==> src/rtl/uart_pkg.sv <==
// uart_pkg: constants shared by the UART report/echo blocks.
//   - ASCII codes used when building text for the UART TX FIFO.
//   - State encoding for the hex reporter FSM.
//   - idx_width(): counter width for a message of n characters, at least 1 bit.
package uart_pkg;

  localparam logic [7:0] ASCII_0  = 8'h30;
  localparam logic [7:0] ASCII_UA = 8'h41;
  localparam logic [7:0] ASCII_LA = 8'h61;
  localparam logic [7:0] ASCII_CR = 8'h0D;
  localparam logic [7:0] ASCII_LF = 8'h0A;

  localparam logic [1:0] ST_IDLE = 2'd0;
  localparam logic [1:0] ST_CHAR = 2'd1;
  localparam logic [1:0] ST_GAP  = 2'd2;

  typedef enum logic [1:0] {
    IDLE = ST_IDLE,
    CHAR = ST_CHAR,
    GAP  = ST_GAP
  } state_t;

  function automatic int idx_width(input int n);
    return (n > 32'sd1) ? $clog2(n) : 32'sd1;
  endfunction

endpackage

==> src/rtl/hex_to_ascii.sv <==
// hex_to_ascii: combinational 4-bit nibble to 8-bit ASCII hex digit.
// Parameters:
//   UPPERCASE - 1: A-F map to 0x41-0x46; 0: a-f map to 0x61-0x66
// Ports:
//   nibble - input  [3:0] value 0-15
//   ascii  - output [7:0] ASCII character for the nibble
module hex_to_ascii
  import uart_pkg::*;
#(
  parameter int UPPERCASE = 1
) (
  input  logic [3:0] nibble,
  output logic [7:0] ascii
);

  localparam bit UC = (UPPERCASE != 32'sd0);

  // Digits 0-9 offset from '0', letters offset from 'A' or 'a'.
  always_comb begin
    ascii = ASCII_0;
    if (nibble < 4'd10) begin
      ascii = ASCII_0 + {4'h0, nibble};
    end else if (UC) begin
      ascii = ASCII_UA + {4'h0, nibble} - 8'd10;
    end else begin
      ascii = ASCII_LA + {4'h0, nibble} - 8'd10;
    end
  end

endmodule

==> src/rtl/uart_hex_reporter.sv <==
// uart_hex_reporter: latches a binary value on start and writes it as ASCII hex
// text (MS nibble first, optional CR LF) into the UART TX FIFO, one character
// per write, honouring tx_full.
// Parameters:
//   DATA_W    - width of reported value, multiple of 4 (NDIG = DATA_W/4 digits)
//   UPPERCASE - 1: uppercase A-F, 0: lowercase a-f
//   SEND_CRLF - 1: append 0x0D 0x0A after the digits
// Ports:
//   clk      - system clock
//   reset_n  - asynchronous active-low reset
//   start    - report request, sampled only when idle
//   value    - value to report, latched on accepted start
//   tx_full  - UART TX FIFO full flag
//   wr_uart  - TX FIFO write strobe, one cycle per character
//   w_data   - ASCII character, valid while wr_uart=1
//   busy     - high from accepted start until message complete
//   done     - one-cycle pulse after the last character is written
module uart_hex_reporter
  import uart_pkg::*;
#(
  parameter int DATA_W    = 16,
  parameter int UPPERCASE = 1,
  parameter int SEND_CRLF = 1
) (
  input  logic              clk,
  input  logic              reset_n,
  input  logic              start,
  input  logic [DATA_W-1:0] value,
  input  logic              tx_full,
  output logic              wr_uart,
  output logic [7:0]        w_data,
  output logic              busy,
  output logic              done
);

  localparam bit CRLF_EN = (SEND_CRLF != 32'sd0);
  localparam int NDIG    = DATA_W / 4;
  localparam int N       = NDIG + (CRLF_EN ? 2 : 0);
  localparam int IDX_W   = idx_width(N);

  localparam logic [IDX_W-1:0] LAST_IDX = IDX_W'(N - 1);
  // Only meaningful when CR/LF is enabled; then NDIG <= N-1 always fits.
  localparam logic [IDX_W-1:0] CR_IDX   = IDX_W'(NDIG);

  state_t            state_r;
  logic [IDX_W-1:0]  index_r;
  logic [DATA_W-1:0] value_r;
  logic [3:0]        nibble_s;
  logic [7:0]        hex_s;
  logic [7:0]        char_s;

  // The latched value is shifted left after each character, so the
  // current digit is always the top nibble.
  assign nibble_s = value_r[DATA_W-1 -: 4];

  hex_to_ascii #(
    .UPPERCASE(UPPERCASE)
  ) u_hex_to_ascii (
    .nibble(nibble_s),
    .ascii (hex_s)
  );

  // Character for the current index: hex digit, then CR, then LF.
  always_comb begin
    char_s = hex_s;
    if (!CRLF_EN) begin
      char_s = hex_s;
    end else if (index_r < CR_IDX) begin
      char_s = hex_s;
    end else if (index_r == CR_IDX) begin
      char_s = ASCII_CR;
    end else begin
      char_s = ASCII_LF;
    end
  end

  // Report FSM. GAP follows every write so tx_full (updated one cycle after a
  // write) is re-sampled before the next character is offered.
  always_ff @(posedge clk or negedge reset_n) begin
    if (!reset_n) begin
      state_r <= IDLE;
      index_r <= {IDX_W{1'b0}};
      value_r <= {DATA_W{1'b0}};
      wr_uart <= 1'b0;
      w_data  <= 8'h00;
      busy    <= 1'b0;
      done    <= 1'b0;
    end else begin
      case (state_r)
        IDLE: begin
          wr_uart <= 1'b0;
          done    <= 1'b0;
          if (start) begin
            value_r <= value;
            index_r <= {IDX_W{1'b0}};
            busy    <= 1'b1;
            state_r <= CHAR;
          end else begin
            state_r <= IDLE;
          end
        end
        CHAR: begin
          done <= 1'b0;
          if (!tx_full) begin
            wr_uart <= 1'b1;
            w_data  <= char_s;
            state_r <= GAP;
          end else begin
            wr_uart <= 1'b0;
            state_r <= CHAR;
          end
        end
        GAP: begin
          wr_uart <= 1'b0;
          if (index_r == LAST_IDX) begin
            busy    <= 1'b0;
            done    <= 1'b1;
            state_r <= IDLE;
          end else begin
            index_r <= index_r + 1'b1;
            value_r <= value_r << 3'd4;
            done    <= 1'b0;
            state_r <= CHAR;
          end
        end
        default: begin
          wr_uart <= 1'b0;
          busy    <= 1'b0;
          done    <= 1'b0;
          state_r <= IDLE;
        end
      endcase
    end
  end

endmodule

==> config.mk <==
export PLATFORM = sky130hd
export DESIGN_NAME = uart_hex_reporter
export DESIGN_NICKNAME = d
export VERILOG_FILES = /design/src/rtl/uart_pkg.sv /design/src/rtl/hex_to_ascii.sv /design/src/rtl/uart_hex_reporter.sv
export SDC_FILE = /design/constraint.sdc
export NUM_CORES = 1
export LEC_CHECK = 0
export CORE_MARGIN = 5
export CORE_UTILIZATION = 30
export CTS_BUF_LIST = sky130_fd_sc_hd__clkbuf_2
export DETAILED_ROUTE_END_ITERATION = 12
export SLEW_MARGIN = 15
export SYNTH_ARGS = -nofsm -noshare
export SYNTH_HDL_FRONTEND = slang
export SYNTH_SLANG_ARGS = --single-unit
==> constraint.sdc <==
create_clock -name clk -period 1.8 [get_ports clk]
set_input_delay 0.27 -clock clk [delete_from_list [all_inputs] [get_ports clk]]
set_output_delay 0.27 -clock clk [all_outputs]
set_load 0.005 [all_outputs]
==> results of run 1 <==
-- layout make-up --
cell class / instances / share of cell area [%]
Clock buffer: 6 / 1.52
Clock inverter: 2 / 0.381
Inverter: 9 / 1.97
Multi-Input combinational cell: 78 / 34.3
Sequential cell: 31 / 39.3
Tap cell: 70 / 4.44
Timing Repair Buffer: 36 / 18.0
-- per-layer routing --
metal / up-vias / share of wire (%) / routed length, µm / GRT usage [%]
li1: 516 / - / - / -
met1: 511 / 41 / 1300 / 11.3
met2: 23 / 51 / 1610 / 18.5
met3: 7 / 5.7 / 179 / 4.39
met4: 0 / 1.8 / 58 / 5.48
met5: - / 0 / 0 / 0
-- cell families after synthesis --
family | count (synthesis) | synth area share (%)
AOI/OAI and AO/OA | 24 | 12.5
adders and majority gates | 4 | 3.22
buffers and inverters | 15 | 6.60
DFF | 31 | 49.9
muxes | 24 | 18.6
other | 1 | 0.241
and+or+nand+nor | 25 | 8.93
-- layout by cell type, fill, tap and decap left out, drive strengths merged, types with 4 or more instances in the layout --
cell type      instances
buf                    7
nand3                  4
o21ai                  6
mux2i                  6
clkdlybuf4s50         29
a22o                   5
ha                     4
inv                    8
clkbuf                 6
mux2                  18
dfrtp                 31
nand2                  7
-- flip-flops by register name, indices dropped and copies added, names as in the netlist --
signal,cells
w_data,7
index_r,3
busy,1
done,1
wr_uart,1
value_r,16
state_r,2
-- power breakdown --
| part | leakage [µW] | switching [µW] | internal (µW) |
|---|---|---|---|
| Combinational | 0.000455 | 543 | 769 |
| Clock | 0.0000281 | 236 | 93.3 |
| Sequential | 0.000379 | 212 | 1010 |
| Total | 0.000861 | 992 | 1870 |
-- how the worst max path moves through the flow --
stage,from,endpoint,slack (ps),depth (start not counted)
global route,index_r[1]$_DFFE_PN0P_,value_r[5]$_DFFE_PN0P_,5,5
global placement,start,value_r[6]$_DFFE_PN0P_,5,5
floorplan,index_r[0]$_DFFE_PN0P_,value_r[10]$_DFFE_PN0P_,150,4
CTS,index_r[1]$_DFFE_PN0P_,value_r[4]$_DFFE_PN0P_,90,5
detailed placement,start,value_r[6]$_DFFE_PN0P_,-10,5
finish,index_r[1]$_DFFE_PN0P_,value_r[4]$_DFFE_PN0P_,90,5
-- worst max-delay path, delay by kind of cell (launching register included) --
| family | cells | cell delay (ps) |
|---|---|---|
| buffers and inverters | 2 | 270 |
| DFF | 1 | 390 |
| AOI/OAI and AO/OA | 1 | 350 |
| adders and majority gates | 1 | 250 |
| muxes | 1 | 340 |
-- metrics by stage --
stage	utilization (%)	area (µm²)	TNS, ps
after floorplan	-	1560	0
after global placement	38.1	1930	0
after detailed placement	38.1	1930	-47.7
after CTS	38.9	1970	0
after global routing	38.9	1970	0
final	38.9	1970	0
==> flow_metrics.tcl, run 1 <==
set metrics [dict create \
    firstDrtPassIters 4 \
    synth_edf_count 0 \
    drv_cap 0 \
    ff2ff_setup_slack_ps 90 \
    yosysTopAreaCellShare_pct 49.9 \
    post-place-ws_ps -14.7 \
    layout-drive-gt1-share_pct 22.8 \
    io_buffers 29 \
    rsz0062_at_grt "no" \
    antenna_cells 0 \
    path_max_fanout 14 \
    post-cts-setup-buffers 0 \
    dieArea_um2 6720 \
    synth_most_common_cell "dfrtp_1" \
    numCtsBuffers 5 \
    htree_levels 2 \
    row_count 26 \
    p_leak_uw 0.000861 \
    gr-total-overflow 0 \
    period_needed_ps 1710 \
    synth_area_um2 1560 \
    r2r_start "index_r[1]$_DFFE_PN0P_" \
    setup_ws_ps 92.3 \
    ys_seq_area_share_pct 49.9 \
    avgSynthCellArea_um2 12.5 \
    grt_first_pass_wirelength_mm 5.29 \
    fillers 527 \
    finalHoldViolations 0 \
    drtIter0Drc 38 \
    wire_per_inst_um 13.6 \
    grt_start_max_net_pins 32 \
    fp.dieH_um 82 \
    status "completed" \
    clk_pin_slew_ps 160 \
    endpoint_kind "register" \
    core_area_um2 5070 \
    hp-class "primary input to async pin" \
    synth_commonest_cells "dfrtp_1, mux2_2, inv_1" \
    register_area_um2 776 \
    skew_ps 21.1 \
    r2r_end "value_r[4]$_DFFE_PN0P_" \
    cts_root_buffer "clkbuf_2" \
    drt-total-wl_mm 3.14 \
    crit_arrival_ps 1970 \
    clkSinkCount 31 \
    synthFlopType "dfrtp_1" \
    cts_tree "built" \
    maxSlewViolCount 0 \
    dp_hpwl_mm 2.35 \
    antenna_found_initial 0 \
    via_count 1057 \
    cpPeakStageDelay_ps 390 \
    drcViolationCount 0 \
    place_inst 224 \
    die_w_um 82 \
    gp_congestion 0.727 \
    power.total_uw 2860 \
    cts_max_path_buffers 2 \
    ant_nets 0 \
    power.density_nw_per_um2 1450 \
    finalSetupViolCount 0 \
    crit_required_ps 2060 \
    synthesis.instances 124 \
    pin_count 31 \
    startpoint_type "register" \
    syn2layout_area_growth_pct 26.8 \
    final_cells 232 \
    period_share_pct 94.9 \
    ir_drop_mv 0.354 \
    grt.total_usage_pct 10.8 \
    ys_types 35 \
    start_util_pct 30.6 \
    clock.fmax_mhz 586 \
    fin_nets 185 \
    crit_chain "inv_1 > ha_1 > a311oi_4 > buf_12 > mux2_2" \
    syn-num-nets 148 \
    ctsResizeCount 0 \
    synth_top_cell_by_area "dfrtp_1" \
    r2r_cells 5 \
    via_per_inst 4.56 \
    multi_input_area_um2 677 \
    holdWs_ps 270 \
    ys_seq_elements 31 \
    cts_hold_buf 0 \
    clk_latency_ps 380 \
    yosysWarnings 0 \
    synthArstFlopShare_pct 100 \
    synth_area_leaders "dfrtp_1, mux2_2, mux2_4, mux2i_1, ha_1" \
    grt_pass1_vias 1107 \
    worstSetupPathType "register to register" \
    worst_path_max_delay_cell "dfrtp_1" \
]
Power figures use the tool's default switching activity.
==> run 2, diff against run 1 <==
==> constraint.sdc (replaced) <==
create_clock -name clk -period 1.6 [get_ports clk]
set_input_delay 0.24 -clock clk [delete_from_list [all_inputs] [get_ports clk]]
set_output_delay 0.24 -clock clk [all_outputs]
set_load 0.005 [all_outputs]
==> run 2 against run 1 <==
Against the previous run:
- sequential power is 14% higher
- design area is 5.1% higher
- combinational power is 27% higher
- total power is 19% higher
- clock power is 6% higher
- worst setup slack worse by 59 ps
- via count is 1.4% higher
- final cell count is 2.6% higher
- fmax is 9.0% higher
==> flow_metrics.tcl, run 2 (synthesized netlist as in run 1, its figures left out) <==
set metrics [dict create \
    status "completed" \
    setup_ws_ps 33.5 \
    numCtsBuffers 5 \
    layout-drive-gt1-share_pct 28.6 \
    drv_cap 0 \
    clk_pin_slew_ps 160 \
    endpoint_kind "register" \
    start_util_pct 30.6 \
    crit_chain "ha_4 > a311oi_4 > buf_6 > buf_12 > mux2_2" \
    clock.fmax_mhz 638 \
    grt.total_usage_pct 10.6 \
    crit_family "flip-flops" \
    period_share_pct 97.9 \
    post-place-ws_ps -185 \
    maxSlewViolCount 0 \
    layout_commonest_cell "dfrtp_1" \
    crit_arrival_ps 1810 \
    via_per_inst 4.50 \
    dieArea_um2 6720 \
    antenna_cells 0 \
    r2r_start "index_r[0]$_DFFE_PN0P_" \
    drt-total-wl_mm 3.22 \
    grt_start_max_net_pins 32 \
    syn2layout_area_growth_pct 33.2 \
    finalSetupViolCount 0 \
    wire_per_inst_um 13.5 \
    cts_max_path_buffers 2 \
    fp.dieH_um 82 \
    gp_congestion 0.737 \
    holdWs_ps 255 \
    finalHoldViolations 0 \
    worst_path_max_delay_cell "dfrtp_1" \
    htree_levels 2 \
    ant_nets 0 \
    cp-startpoint "index_r[0]$_DFFE_PN0P_" \
    grt_first_pass_wirelength_mm 5.28 \
    largest_register_ffs 16 \
    rsz0062_at_grt "yes" \
    power.density_nw_per_um2 1640 \
    drcViolationCount 0 \
    period_needed_ps 1570 \
    firstDrtPassIters 4 \
    cp_num_buf_inv 2 \
    gr-total-overflow 0 \
    layout_common_cells "dfrtp_1, clkdlybuf4s50_1, buf_4, mux2_2" \
    clk_latency_ps 360 \
    dp_hpwl_mm 2.45 \
    ir_drop_mv 0.416 \
    row_count 26 \
    via_count 1072 \
    path_max_fanout 5 \
    cts_tree "built" \
    core_area_um2 5070 \
    startpoint_type "register" \
    clkSinkCount 31 \
    skew_ps 17.6 \
    cts_root_buffer "clkbuf_2" \
    drtIter0Drc 51 \
    pin_count 31 \
    grt_pass1_vias 1114 \
    antenna_found_initial 0 \
    crit_required_ps 1850 \
    top_regs "value_r: 16 flops, w_data: 7 flops, index_r: 3 flops" \
    die_w_um 82 \
    worstSetupPathType "register to register" \
    io_buffers 29 \
    fin_nets 193 \
    hp-class "primary input to async pin" \
    regMostFlops "value_r" \
    cpPeakStageDelay_ps 450 \
    p_leak_uw 0.000910 \
]
[run 2: changes by cell type in the layout (fill, tap and decap cells not counted)]
cell	change
nor2b_2	+1
nor2b_1	-1
buf_16	+1
clkinv_1	-2
dfrtp_1	-1
ha_1	-1
ha_4	+1
buf_6	+2
dfrtp_2	+1
buf_4	+5
mux2_2	-1
mux2_4	+1
[run 2: per-stage QoR]
step	TNS (ps)	utilization, %	std cells	total power (µW)	instance area, µm²
finish	0	40.8	238	3410	2070
floorplan	0	-	124	2370	1560
global route	-18.4	40.8	238	3670	2070
detailed placement	-2390	39.1	230	2970	1980
global placement	-1680	39.1	230	2880	1980
CTS	0	40.4	238	3410	2050
[run 2: power by group]
group / internal, µW / switching (µW)
logic: 1020 / 644
clock network: 98.8 / 249
registers: 1130 / 257
total: 2260 / 1150
[run 2: final cells by class]
class	instances	area (µm²)
inverters	9	38.8
repair buffers	44	443
fillers	507	3000
well taps	70	87.6
multi-input cells	78	696
flip-flops and latches	31	777
clock buffers	6	30.0
[run 2: per-layer routing]
layer | part of all wire (%) | wire, µm | up-vias | global-route usage [%]
met4 | 2.5 | 82 | 0 | 6.48
met3 | 3.9 | 125 | 8 | 2.30
li1 | - | - | 528 | -
met1 | 42 | 1370 | 512 | 12.3
met2 | 51 | 1650 | 24 | 17.6
met5 | 0 | 0 | - | 0
[run 2: final timing paths]
| path | to | slack [ps] | cells past startpoint |
|---|---|---|---|
| max in group asynchronous | state_r[1]$_DFF_PN0_ | 1030 | 2 |
| worst min-delay path | w_data[0]$_DFFE_PN0P_ | 260 | 2 |
| min in group clk | state_r[0]$_DFF_PN0_ | 470 | 3 |
| worst max-delay path | value_r[6]$_DFFE_PN0P_ | 30 | 5 |
| worst min register to register | w_data[6]$_DFFE_PN0P_ | 490 | 2 |
| worst max register to register | value_r[6]$_DFFE_PN0P_ | 30 | 5 |
[run 2: what timing repair did]
action,4_1_cts,5_1_grt
cloned,1,0
gates resized for setup,3,4
hold buffers,0,0
setup buffers,1,0
endpoints found under the setup margin,2,10
pin swaps,1,1
